$ cat src/rtl/spi_ctrl_pkg.sv
// Shared types, constants and helpers for the SPI burst controller.
package spi_ctrl_pkg;

  localparam int RW_BIT = 7;
  localparam int ADDR_W = 2;

  typedef enum logic [2:0] {
    ST_IDLE,
    ST_SETUP,
    ST_ISSUE,
    ST_WAIT,
    ST_GAP,
    ST_HOLD,
    ST_RESP
  } state_e;

  // Header byte sent first on the wire: {rw, 5'b0, addr}.
  function automatic logic [7:0] addr_byte(input logic rw, input logic [ADDR_W-1:0] addr);
    logic [7:0] hdr;
    hdr             = '0;
    hdr[RW_BIT]     = rw;
    hdr[ADDR_W-1:0] = addr;
    return hdr;
  endfunction

  function automatic int max_int(input int a, input int b);
    return (a > b) ? a : b;
  endfunction

endpackage

$ cat src/rtl/spi_burst_ctrl_if.sv
// Command/response bus between the register block (master) and the burst controller (slave).
interface spi_burst_ctrl_if;
  import spi_ctrl_pkg::*;

  logic              cmd_valid;
  logic              cmd_ready;
  logic              cmd_write;
  logic [ADDR_W-1:0] cmd_addr;
  logic [1:0]        cmd_len;
  logic [31:0]       cmd_wdata;
  logic              rsp_valid;
  logic [31:0]       rsp_rdata;
  logic              rsp_err;
  logic              busy;

  modport master (
    output cmd_valid, cmd_write, cmd_addr, cmd_len, cmd_wdata,
    input  cmd_ready, rsp_valid, rsp_rdata, rsp_err, busy
  );

  modport slave (
    input  cmd_valid, cmd_write, cmd_addr, cmd_len, cmd_wdata,
    output cmd_ready, rsp_valid, rsp_rdata, rsp_err, busy
  );

endinterface

$ cat src/rtl/spi_cyc_timer.sv
// Loadable down-counter with a zero flag; load wins over the decrement.
module spi_cyc_timer #(
  parameter int W = 8
) (
  input  logic         clk,
  input  logic         reset,
  input  logic         load,
  input  logic [W-1:0] load_val,
  output logic         zero
);

  logic [W-1:0] cnt_q, cnt_d;

  // NOTE: every variable assigned in always_comb gets a default first, so no path infers a latch.
  always_comb begin
    cnt_d = cnt_q;
    if (load) begin
      cnt_d = load_val;
    end else if (cnt_q != '0) begin
      cnt_d = cnt_q - W'(1);
    end
  end

  // NOTE: sequential state uses non-blocking <= so all flops sample pre-edge values together.
  always_ff @(posedge clk or posedge reset) begin
    if (reset) cnt_q <= '0;
    else       cnt_q <= cnt_d;
  end

  assign zero = (cnt_q == '0);

endmodule

$ cat src/rtl/spi_burst_ctrl.sv
// Burst sequencer in front of SPI_Master for the 4-register SPI_Slave protocol.
// Optional per-byte watchdog enabled by defining SPI_TIMEOUT_EN.
module spi_burst_ctrl
  import spi_ctrl_pkg::*;
#(
  parameter int          SS_SETUP_CYC = 1,
  parameter int          GAP_CYC      = 1,
  parameter int          SS_HOLD_CYC  = 5,
  parameter logic [7:0]  DUMMY_BYTE   = 8'hFF,
  parameter int          TIMEOUT_CYC  = 1024
) (
  input  logic              clk,
  input  logic              reset,
  spi_burst_ctrl_if.slave   bus,
  output logic              CPOL,
  output logic              CPHA,
  output logic              m_start,
  output logic [7:0]        m_tx_data,
  input  logic [7:0]        m_rx_data,
  input  logic              m_done,
  input  logic              m_ready,
  output logic              SS
);

  localparam int MAX_CYC = max_int(max_int(SS_SETUP_CYC, GAP_CYC), max_int(SS_HOLD_CYC, TIMEOUT_CYC));
  localparam int TMR_W   = $clog2(MAX_CYC + 1);

  // A state that waits n cycles is entered with n-1 loaded and leaves on zero.
  function automatic logic [TMR_W-1:0] cyc_load(input int n);
    return (n > 1) ? TMR_W'(n - 1) : '0;
  endfunction

  state_e            state_q, state_d;
  logic              write_q, write_d;
  logic [ADDR_W-1:0] addr_q, addr_d;
  logic [1:0]        len_q, len_d;
  logic [31:0]       wdata_q, wdata_d;
  logic [2:0]        idx_q, idx_d;
  logic [31:0]       rdata_q, rdata_d;
  logic              ss_q, ss_d;

  logic              tmr_load;
  logic [TMR_W-1:0]  tmr_val;
  logic              tmr_zero;
  logic              last_byte;
  logic [1:0]        data_idx;

  assign last_byte = (idx_q == ({1'b0, len_q} + 3'd1));
  assign data_idx  = idx_q[1:0] - 2'd1;

`ifdef SPI_TIMEOUT_EN
  logic tmo_hit;
  logic err_q, err_d;
  assign tmo_hit = tmr_zero && (state_q inside {ST_ISSUE, ST_WAIT});
`endif

  spi_cyc_timer #(.W(TMR_W)) u_timer (
    .clk      (clk),
    .reset    (reset),
    .load     (tmr_load),
    .load_val (tmr_val),
    .zero     (tmr_zero)
  );

  always_ff @(posedge clk or posedge reset) begin
    if (reset) state_q <= ST_IDLE;
    else       state_q <= state_d;
  end

  always_comb begin
    state_d = state_q;
    case (state_q)
      ST_IDLE:  if (bus.cmd_valid) state_d = ST_SETUP;
      ST_SETUP: if (tmr_zero) state_d = ST_ISSUE;
      ST_ISSUE: begin
        if (m_ready) state_d = ST_WAIT;
`ifdef SPI_TIMEOUT_EN
        if (tmo_hit) state_d = ST_HOLD;
`endif
      end
      ST_WAIT: begin
`ifdef SPI_TIMEOUT_EN
        if (tmo_hit) state_d = ST_HOLD;
`endif
        // A completed byte beats a simultaneous watchdog expiry.
        if (m_done) state_d = last_byte ? ST_HOLD : ST_GAP;
      end
      ST_GAP:   if (tmr_zero) state_d = ST_ISSUE;
      ST_HOLD:  if (tmr_zero) state_d = ST_RESP;
      ST_RESP:  state_d = ST_IDLE;
      default:  state_d = ST_IDLE;
    endcase
  end

  always_comb begin
    bus.cmd_ready = (state_q == ST_IDLE);
    bus.busy      = (state_q != ST_IDLE);
    bus.rsp_valid = (state_q == ST_RESP);
    m_start       = (state_q == ST_ISSUE) && m_ready;
`ifdef SPI_TIMEOUT_EN
    if (tmo_hit) m_start = 1'b0;
`endif
    m_tx_data = '0;
    if (state_q inside {ST_ISSUE, ST_WAIT}) begin
      m_tx_data = (idx_q == '0) ? addr_byte(write_q, addr_q) :
                  write_q       ? wdata_q[{data_idx, 3'b000} +: 8] : DUMMY_BYTE;
    end
    tmr_load = (state_d != state_q);
    case (state_d)
      ST_SETUP: tmr_val = cyc_load(SS_SETUP_CYC);
      ST_GAP:   tmr_val = cyc_load(GAP_CYC);
      ST_HOLD:  tmr_val = cyc_load(SS_HOLD_CYC);
`ifdef SPI_TIMEOUT_EN
      ST_ISSUE, ST_WAIT: tmr_val = cyc_load(TIMEOUT_CYC);
`endif
      default:  tmr_val = '0;
    endcase
  end

  always_comb begin
    write_d = write_q;
    addr_d  = addr_q;
    len_d   = len_q;
    wdata_d = wdata_q;
    idx_d   = idx_q;
    rdata_d = rdata_q;
    if (state_q == ST_IDLE && bus.cmd_valid) begin
      write_d = bus.cmd_write;
      addr_d  = bus.cmd_addr;
      len_d   = bus.cmd_len;
      wdata_d = bus.cmd_wdata;
      idx_d   = '0;
      rdata_d = '0;
    end
    if (state_q == ST_WAIT && m_done) begin
      // The rx byte clocked in during the header is meaningless and dropped.
      if (!write_q && idx_q != '0) rdata_d[{data_idx, 3'b000} +: 8] = m_rx_data;
      if (!last_byte) idx_d = idx_q + 3'd1;
    end
    ss_d = !(state_d inside {ST_SETUP, ST_ISSUE, ST_WAIT, ST_GAP, ST_HOLD});
`ifdef SPI_TIMEOUT_EN
    err_d = err_q;
    if (state_q == ST_IDLE && bus.cmd_valid) err_d = 1'b0;
    if ((state_q == ST_ISSUE && tmo_hit) || (state_q == ST_WAIT && tmo_hit && !m_done)) err_d = 1'b1;
`endif
  end

  always_ff @(posedge clk or posedge reset) begin
    if (reset) begin
      write_q <= 1'b0;
      addr_q  <= '0;
      len_q   <= '0;
      wdata_q <= '0;
      idx_q   <= '0;
      rdata_q <= '0;
      ss_q    <= 1'b1;
`ifdef SPI_TIMEOUT_EN
      err_q   <= 1'b0;
`endif
    end else begin
      write_q <= write_d;
      addr_q  <= addr_d;
      len_q   <= len_d;
      wdata_q <= wdata_d;
      idx_q   <= idx_d;
      rdata_q <= rdata_d;
      ss_q    <= ss_d;
`ifdef SPI_TIMEOUT_EN
      err_q   <= err_d;
`endif
    end
  end

  assign CPOL          = 1'b0;
  assign CPHA          = 1'b0;
  assign SS            = ss_q;
  assign bus.rsp_rdata = rdata_q;
`ifdef SPI_TIMEOUT_EN
  assign bus.rsp_err   = err_q;
`else
  assign bus.rsp_err   = 1'b0;
`endif

endmodule
$ cat src/flat_wrapper.sv
// flat-port wrapper written by rule: the top's interface ports become plain ports
module spi_burst_ctrl_flat import spi_ctrl_pkg::*;
#(
  parameter int          SS_SETUP_CYC = 1,
  parameter int          GAP_CYC      = 1,
  parameter int          SS_HOLD_CYC  = 5,
  parameter logic [7:0]  DUMMY_BYTE   = 8'hFF,
  parameter int          TIMEOUT_CYC  = 1024
)
  (clk, reset, CPOL, CPHA, m_start, m_tx_data, m_rx_data, m_done, m_ready, SS, bus_cmd_valid, bus_cmd_write, bus_cmd_addr, bus_cmd_len, bus_cmd_wdata, bus_cmd_ready, bus_rsp_valid, bus_rsp_rdata, bus_rsp_err, bus_busy);
  spi_burst_ctrl_if bus_i ();
  input  logic clk;
  input  logic reset;
  output logic CPOL;
  output logic CPHA;
  output logic m_start;
  output logic [7:0] m_tx_data;
  input  logic [7:0] m_rx_data;
  input  logic m_done;
  input  logic m_ready;
  output logic SS;
  input wire logic [$bits(bus_i.cmd_valid)-1:0] bus_cmd_valid;
  input wire logic [$bits(bus_i.cmd_write)-1:0] bus_cmd_write;
  input wire logic [$bits(bus_i.cmd_addr)-1:0] bus_cmd_addr;
  input wire logic [$bits(bus_i.cmd_len)-1:0] bus_cmd_len;
  input wire logic [$bits(bus_i.cmd_wdata)-1:0] bus_cmd_wdata;
  output wire logic [$bits(bus_i.cmd_ready)-1:0] bus_cmd_ready;
  output wire logic [$bits(bus_i.rsp_valid)-1:0] bus_rsp_valid;
  output wire logic [$bits(bus_i.rsp_rdata)-1:0] bus_rsp_rdata;
  output wire logic [$bits(bus_i.rsp_err)-1:0] bus_rsp_err;
  output wire logic [$bits(bus_i.busy)-1:0] bus_busy;
  assign bus_i.cmd_valid = bus_cmd_valid;
  assign bus_i.cmd_write = bus_cmd_write;
  assign bus_i.cmd_addr = bus_cmd_addr;
  assign bus_i.cmd_len = bus_cmd_len;
  assign bus_i.cmd_wdata = bus_cmd_wdata;
  assign bus_cmd_ready = bus_i.cmd_ready;
  assign bus_rsp_valid = bus_i.rsp_valid;
  assign bus_rsp_rdata = bus_i.rsp_rdata;
  assign bus_rsp_err = bus_i.rsp_err;
  assign bus_busy = bus_i.busy;
  spi_burst_ctrl #(.SS_SETUP_CYC(SS_SETUP_CYC), .GAP_CYC(GAP_CYC), .SS_HOLD_CYC(SS_HOLD_CYC), .DUMMY_BYTE(DUMMY_BYTE), .TIMEOUT_CYC(TIMEOUT_CYC)) u_core (.clk(clk), .reset(reset), .bus(bus_i), .CPOL(CPOL), .CPHA(CPHA), .m_start(m_start), .m_tx_data(m_tx_data), .m_rx_data(m_rx_data), .m_done(m_done), .m_ready(m_ready), .SS(SS));
endmodule
$ cat config.mk
export PLATFORM = sky130hd
export DESIGN_NAME = spi_burst_ctrl_flat
export DESIGN_NICKNAME = d
export VERILOG_FILES = /design/src/rtl/spi_ctrl_pkg.sv /design/src/rtl/spi_burst_ctrl_if.sv /design/src/rtl/spi_cyc_timer.sv /design/src/rtl/spi_burst_ctrl.sv /design/src/flat_wrapper.sv
export SDC_FILE = /design/constraint.sdc
export NUM_CORES = 1
export LEC_CHECK = 0
export BUFFER_PORTS_ARGS = -buffer_cell sky130_fd_sc_hd__buf_2
export CORE_ASPECT_RATIO = 1.2
export CORE_UTILIZATION = 45
export DETAILED_ROUTE_END_ITERATION = 10
export HOLD_SLACK_MARGIN = 0.03
export PLACE_DENSITY = 0.69
export SLEW_MARGIN = 15
export SYNTH_ARGS = -nofsm -noshare
export SYNTH_HDL_FRONTEND = slang
export SYNTH_SLANG_ARGS = --single-unit
$ cat constraint.sdc
create_clock -name clk -period 3 [get_ports clk]
set_input_delay 0.45 -clock clk [delete_from_list [all_inputs] [get_ports clk]]
set_output_delay 0.45 -clock clk [all_outputs]
set_load 0.02 [all_outputs]
### After elaboration in Yosys (flattened, before gate mapping)

Cells that the tools add are included.
W data, S select, Z words.

* multiplexer cells: 20
* eq/ne operators: 13
* add/sub/neg operators: 5
* shift-type cells: 3
* reduce and logical (&&, ||, !) cells: 16

Operators with widths (count)
* $mux W32: 3
* $bwmux W32: 1
* $shift A8 B7 Y32 const A: 1
* $shiftx A32 B6 Y8: 1
* $shiftx A8 B7 Y32: 1
* $mux W3: 9
* $mux W8: 3
* $mux W11: 2
* $eq A3 B3 Y1 const B: 5
* $pmux W3 S5: 1
* $eq A3 B2 Y1 const B: 4
* $logic_not A11 Y1: 1
* $reduce_bool A11 Y1: 1
* $sub A11 B1 Y11 const B: 1
* $neg A5 Y7: 1
* $eq A3 B1 Y1 const B: 2
* $logic_not A3 Y1: 2
* $reduce_bool A3 Y1: 2
* $reduce_bool A5 Y1: 1
* $logic_and A1 B1 Y1: 4
* $reduce_bool A2 Y1: 2
* $add A2 B1 Y3 const B: 1
* $add A3 B1 Y3 const B: 1
* $eq A3 B3 Y1: 1
* 5 further kinds: 6

* word-level logic and storage cells: 66
* input port bits: 50
* register bits after elaboration: 87
* output and inout port bits: 48

### Depth between registers and ports, before layout

Gate-level depths: netlist (run 1).

* depth after elaboration: 8
* depth in mapped cells: 8
* mapped depth without buffers: 6

### By module

From an unflattened synthesis (run 1), not the netlist that was laid out.

* cell total of the unflattened synthesis: 321
* area, all modules: 4136.5 sq um

Modules (own cells, without submodules)
* spi_burst_ctrl: area an instance 3512.1 sq um, sequential area each 1903.1 sq um, cells each 258, instances 1
* spi_cyc_timer: area an instance 624.3 sq um, sequential area each 275.3 sq um, cells each 63, instances 1

### Least setup slack after synthesis (run 1)

OpenSTA, ideal clock, no wires.

* kind: reg2out
* start point: register u_core.idx_q[0]
* end point: output m_tx_data[2]
* stages on the path, launching flop included: 8
* required time: 2550 ps
* data arrival time: 2339 ps
* path slack: 211 ps
* path through: dfrtp_1 > buf_2 > inv_1 > ha_1 > buf_1 > mux4_2 > inv_1 > a21oi_1

* word-level cells in the longest chain between the ends: 5
* elaborated cells between the ends (all ways): 6

Ends and longest elaborated chain
* from (decl): line spi_burst_ctrl.sv:38 `logic [2:0] idx_q, idx_d;`
* from (signal assigned): line spi_burst_ctrl.sv:165 `idx_q <= idx_d;`
* $sub A2 B1 Y2: line spi_burst_ctrl.sv:49 `assign data_idx = idx_q[1:0] - 2'd1;`
* $shiftx A32 B6 Y8: line spi_burst_ctrl.sv:106 `write_q ? wdata_q[{data_idx, 3'b000} +: 8] : DUMMY_BYTE;`
* $mux W8: line spi_burst_ctrl.sv:106
* $mux W8 *: line spi_burst_ctrl.sv:105 `m_tx_data = (idx_q == '0) ? addr_byte(write_q, addr_q) :`
* $mux W8 *: line spi_burst_ctrl.sv:104 `if (state_q inside {ST_ISSUE, ST_WAIT}) begin`
* to (decl): line flat_wrapper.sv:17 `output logic [7:0] m_tx_data;`

Mark *: on every way between the ends. The rest lies on a longest branch, timed or not.

### Worst setup path after layout (run 1)

* start point: register u_core.idx_q[1]
* end point: output m_tx_data[0]

The elaborated chain is that of the path after synthesis.

==> impl_metrics.py, run 1 <==
metrics = {
    "logic_synthesis": {
        "yosysTopAreaCell": "dfrtp_1",
        "synth.distinct_cells": 44,
        "yosysSeqAreaShare_pct": 54.3,
        "synth_area_mm2": 0.00401,
        "synth-seq-cells": 87,
        "synth_ff_type": "dfrtp_1",
        "synthArstFlopShare_pct": 100,
        "synthTopCellsByArea": "dfrtp_1 54%, mux2_2 11%, a22o_1 7.0%, mux4_2 4.5%, ha_1 2.5%",
        "netlist_instances": 307,
        "synth_top_area_share_pct": 53.6,
        "synth-edff-count": 0,
        "ys_warn_count": 0,
        "synth.avg_cell_area_um2": 13.1,
    },
    "timing": {
        "tightest_slew_ps": 815,
        "setup_tns_ps": 0,
        "final.min_clock_period_ps": 2770,
        "max_freq_mhz": 360,
        "hold_viol_final": 0,
        "setup_viol": 0,
        "maxSlewViolCount": 0,
        "timing.final.crit_share_pct": 92.5,
        "max_slew_margin_pct": 45.7,
        "skew_ps": 8.05,
        "layout_setup_ws_ps": 226,
        "rsz0062_at_grt": "false",
    },
    "clock_tree": {
        "cts_made_buffers": 9,
        "cts_sinks": 87,
        "clk_latency_ps": 360,
        "postCtsHoldBufs": 0,
        "post_cts_buffers": 0,
        "clockBufferDepth": 2,
        "root_buffer": "clkbuf_8",
        "cts_resized": 0,
        "cts.clk_slew.worst_paths_ps": 90,
        "cts_tree": "built",
        "cts_htree_levels": 3,
    },
    "route": {
        "drc": 0,
        "vias": 2840,
        "drt_iter0_markers": 163,
        "routedWlPerCell_um": 16.3,
        "ant_nets": 0,
        "viasPerCell": 5.41,
        "drt-total-wl_um": 8570,
        "dr.pass1.iters": 4,
    },
    "critical_path": {
        "arrival_ps": 2320,
        "startpoint_type": "flip-flop",
        "crit_path_max_fanout": 7,
        "critPathKind": "flip-flop to output pin",
        "crit_required_ps": 2550,
        "worstSetupEndpointType": "output pin",
    },
    "final_layout": {
        "nets": 461,
        "antennaDiodeCount": 0,
        "area_growth_pct": 19.8,
        "postLayoutCellArea_mm2": 0.00481,
        "num-fill-cells": 770,
        "layout-drive-gt1-share_pct": 42.2,
        "finalNonFillerCells": 525,
    },
    "flow_run": {
        "maxCapViolations": 0,
    },
    "placed_design": {
        "placed_cell_area_mm2": 0.00462,
        "gp_congestion": 0.725,
        "dpl.cell_count": 509,
        "place_ws_ps": 617,
        "numPortBuffers": 94,
        "hpwl_um": 6100,
    },
    "floorplan": {
        "core_area_mm2": 0.00861,
        "dieHeight_um": 105,
        "rows": 37,
        "initial_core_util_pct": 46.6,
        "fp.dieW_um": 88.2,
        "die_area_mm2": 0.00930,
        "io_pins": 98,
    },
    "run_status": {
        "status": "finished clean",
    },
    "min_path": {
        "hold_path_class": "primary input to async pin",
    },
    "global_routing": {
        "grt_use_total_pct": 20.7,
        "first_global_vias": 2982,
        "grt_overflow": 0,
        "grt_first_pass_wirelength_um": 14600,
        "grt_max_degree": 49,
        "antenna_found_initial": 0,
    },
    "power": {
        "total_power_mw": 3.91,
        "power.leakage_nw": 2.31,
        "ir_worst_vdd_v": 0.000485,
        "p_per_area_mw_per_mm2": 813,
    },
}
stage by stage:
step	utilization, %	hold slack [ps]
2_1_floorplan	-	475
3_3_place_gp	53.7	484
3_5_place_dp	53.7	486
4_1_cts	55.8	171
5_1_grt	55.8	207
6_report	55.8	168
where the power goes:
part | internal, mW | total (mW) | switching [mW]
registers | 1.51 | 1.77 | 0.258
clock network | 0.330 | 0.762 | 0.432
logic | 0.698 | 1.37 | 0.677
worst max-delay path: stages, from the launching register on:
cell and delay [ps]:
dfrtp_1 440, inv_1 130, ha_1 470, buf_4 250
mux4_2 330, o22ai_1 130, nor2_1 60, buf_2 170
registers in the layout, indices dropped and copies added (netlist names):
name and cells:
u_core.SS 1, u_core.addr_q 2, u_core.bus.rsp_rdata 32, u_core.idx_q 3
u_core.len_q 2, u_core.state_q 3, u_core.u_timer.cnt_q 11, u_core.wdata_q 32
u_core.write_q 1
cell type report:
| cell class | count | area [um^2] | share of cell area [%] |
|---|---|---|---|
| clock buffers | 11 | 141 | 2.94 |
| well taps | 117 | 146 | 3.05 |
| clock inverters | 5 | 40.0 | 0.833 |
| repair buffers | 100 | 528 | 11.0 |
| flip-flops and latches | 87 | 2180 | 45.3 |
| inverters | 14 | 53.8 | 1.12 |
| multi-input cells | 191 | 1720 | 35.7 |
path summary, 6_finish.rpt:
kind	start	endpoint	cells after the start	slack (ps)
max	u_core.idx_q[1]	m_tx_data[0]	7	230
max in group asynchronous	reset	u_core.SS	3	2110
min in group clk	bus_cmd_valid	u_core.SS	2	290
min	reset	u_core.bus.rsp_rdata[24]	2	170
min reg2reg	u_core.wdata_q[8]	u_core.wdata_q[8]	1	500
max reg2reg	u_core.state_q[1]	u_core.bus.rsp_rdata[14]	4	600
layout by cell type, fill, tap and decap left out, drive strengths merged, types with 3 or more instances in the layout:
cell type  count
buf          100
dfrtp         86
mux2          40
a22o          32
inv           15
nor2          14
a21oi         11
clkbuf        11
mux4           8
ha             8
nor3           6
xor2           6
nor4           6
nand2b         5
nand2          5
o21ai          5
or4            5
xnor2          4
o31ai          4
o22ai          3
conb           3
clkinvlp       3
cells by family after synthesis:
| kind of cell | count (synthesis) | synth area share, % |
|---|---|---|
| flops | 87 | 54.3 |
| compound gates | 67 | 12.9 |
| simple gates | 54 | 8.80 |
| mux | 49 | 16.0 |
| buf+inv | 31 | 3.27 |
| xor+xnor | 10 | 2.18 |
| fa+ha+maj | 8 | 2.50 |
| other cells | 1 | 0.0935 |
per-layer routing:
layer  wire length [um]  global-route usage, %  up-vias
met4                106                   7.26        0
met1               3700                   26.5     1413
li1                   -                      -     1332
met2               4230                   33.4       87
met3                522                   5.56        8
met5                  0                      0        -
synthesized netlist by cell type (all sizes together), types with 6 or more instances:
master and instances:
buf 8, a21oi 11, nor4 6, nor3 6, dfrtp 86, mux2 40, nor2 14, xor2 6
clkbuf 9, mux4 8, a22o 32, inv 14, ha 8
No activity file was read; power rests on OpenSTA's default activity.
==> run 2: changes to the inputs <==
==> constraint.sdc (replaced) <==
create_clock -name clk -period 2.94 [get_ports clk]
set_input_delay 0.441 -clock clk [delete_from_list [all_inputs] [get_ports clk]]
set_output_delay 0.441 -clock clk [all_outputs]
set_load 0.02 [all_outputs]
==> run 2 against run 1 <==
Clock skew up 9.0 ps. Total power rose by 4.4%. Wire length decreased by 1.8%. Clock power rose by 16%. Die area stayed put. Critical path type unchanged. Critical endpoint is now m_tx_data[7].
==> impl_metrics.py, run 2 (synthesis results as in run 1) <==
metrics = {
    "critical_path": {
        "r2r_end": "u_core.bus.rsp_rdata[0]",
        "startpoint_type": "flip-flop",
        "arrival_ps": 2250,
        "critPathKind": "flip-flop to output pin",
        "crit_path_max_fanout": 6,
        "worstSetupEndpointType": "output pin",
        "rr_startpoint": "u_core.state_q[1]",
        "crit_required_ps": 2500,
        "r2r_setup_slack_ps": 540,
        "r2r_cells": 4,
    },
    "final_layout": {
        "area_growth_pct": 20.7,
        "antennaDiodeCount": 0,
        "area.sequential_mm2": 0.00218,
        "finalNonFillerCells": 527,
        "num-fill-cells": 757,
        "nets": 463,
        "layout_common_cells": "94 x buf_2, 86 x dfrtp_1, 40 x mux2_2, 32 x a22o_1, 14 x nor2_1",
        "final_common_cell": "buf_2",
        "fin_util_pct": 56.2,
        "layout-drive-gt1-share_pct": 42.7,
        "multi_input_area_mm2": 0.00172,
    },
    "floorplan": {
        "initial_core_util_pct": 46.6,
        "fp.dieW_um": 88.2,
        "die_area_mm2": 0.00930,
        "rows": 37,
        "core_area_mm2": 0.00861,
        "dieHeight_um": 105,
        "io_pins": 98,
    },
    "route": {
        "drc": 0,
        "viasPerCell": 5.36,
        "drt_iter0_markers": 114,
        "ant_nets": 0,
        "drt-total-wl_um": 8420,
        "routedWlPerCell_um": 16.0,
        "vias": 2823,
        "dr.pass1.iters": 4,
    },
    "min_path": {
        "hold_path_class": "primary input to async pin",
    },
    "run_status": {
        "status": "finished clean",
    },
    "clock_tree": {
        "clk_latency_ps": 360,
        "cts_made_buffers": 9,
        "post_cts_buffers": 0,
        "cts_sinks": 87,
        "clockBufferDepth": 2,
        "cts.clk_slew.worst_paths_ps": 90,
        "root_buffer": "clkbuf_8",
        "postCtsHoldBufs": 0,
        "cts_tree": "built",
        "cts_htree_levels": 3,
        "cts_resized": 0,
    },
    "power": {
        "ir_worst_vdd_v": 0.000383,
        "power.leakage_nw": 2.34,
        "p_per_area_mw_per_mm2": 844,
    },
    "global_routing": {
        "use_met3_pct": 4.78,
        "gr-usage-met2_pct": 32.3,
        "grt.busiest_layer": "met2",
        "first_global_vias": 2938,
        "antenna_found_initial": 0,
        "use_met1_pct": 25.8,
        "grt_first_pass_wirelength_um": 14100,
        "grt_use_total_pct": 19.8,
        "grt_overflow": 0,
        "grt_max_degree": 47,
    },
    "timing": {
        "layout_setup_ws_ps": 245,
        "final.min_clock_period_ps": 2690,
        "max_freq_mhz": 371,
        "rsz0062_at_grt": "false",
        "fin_hold_ws_ps": 189,
        "setup_tns_ps": 0,
        "tightest_slew_ps": 791,
        "hold_viol_final": 0,
        "setup_viol": 0,
        "maxSlewViolCount": 0,
        "skew_ps": 17.0,
        "timing.final.crit_share_pct": 91.7,
        "max_slew_margin_pct": 47.2,
    },
    "placed_design": {
        "numPortBuffers": 94,
        "gp_congestion": 0.714,
        "place_ws_ps": 574,
        "dpl.cell_count": 511,
        "hpwl_um": 6150,
    },
    "flow_run": {
        "maxCapViolations": 0,
    },
}
## run 2: area by class of cell
| class | count | share of cell area, % |
|---|---|---|
| sequential | 87 | 45.0 |
| multi-input combinational | 191 | 35.5 |
| timing repair buffer | 102 | 11.0 |
| tap | 117 | 3.02 |
| clock buffer | 9 | 2.56 |
| clock inverter | 7 | 1.86 |
| inverter | 14 | 1.11 |
## run 2: routing by layer
layer | vias to the layer above | wire, um | part of all wire [%]
li1 | 1336 | - | -
met1 | 1409 | 3800 | 45
met2 | 72 | 4130 | 49
met3 | 6 | 421 | 5.0
met4 | 0 | 64 | 0.76
met5 | - | 0 | 0
## run 2: how the worst max path moves through the flow
| stage | to | slack [ps] | start |
|---|---|---|---|
| after global routing | m_tx_data[7] | 80 | u_core.idx_q[1] |
| after global placement | m_tx_data[7] | 590 | u_core.idx_q[1] |
| after floorplan | m_tx_data[2] | 160 | u_core.idx_q[0] |
| after detailed placement | u_core.bus.rsp_rdata[0] | 570 | u_core.state_q[1] |
| final | m_tx_data[7] | 250 | u_core.idx_q[1] |
| after CTS | m_tx_data[7] | 180 | u_core.idx_q[1] |
## run 2: report_power, final
part	total, mW	leakage [nW]	switching, mW	internal (mW)
Clock	0.885	0.101	0.474	0.412
Sequential	1.81	1.12	0.262	1.55
Combinational	1.39	1.12	0.680	0.711
Total	4.08	2.34	1.42	2.67
## run 2: stage by stage
stage	area, um^2	total power [mW]
after floorplan	4020	2.89
after global placement	4630	3.18
after detailed placement	4630	3.24
after CTS	4840	4.12
after global routing	4840	4.35
final	4840	4.08
## run 2: critical path, stage by stage (launching register included)
cell and delay, ps:
dfrtp_1 450, inv_1 120, ha_1 460, mux4_2 540, nor2_1 100, nor3_1 70, buf_2 170
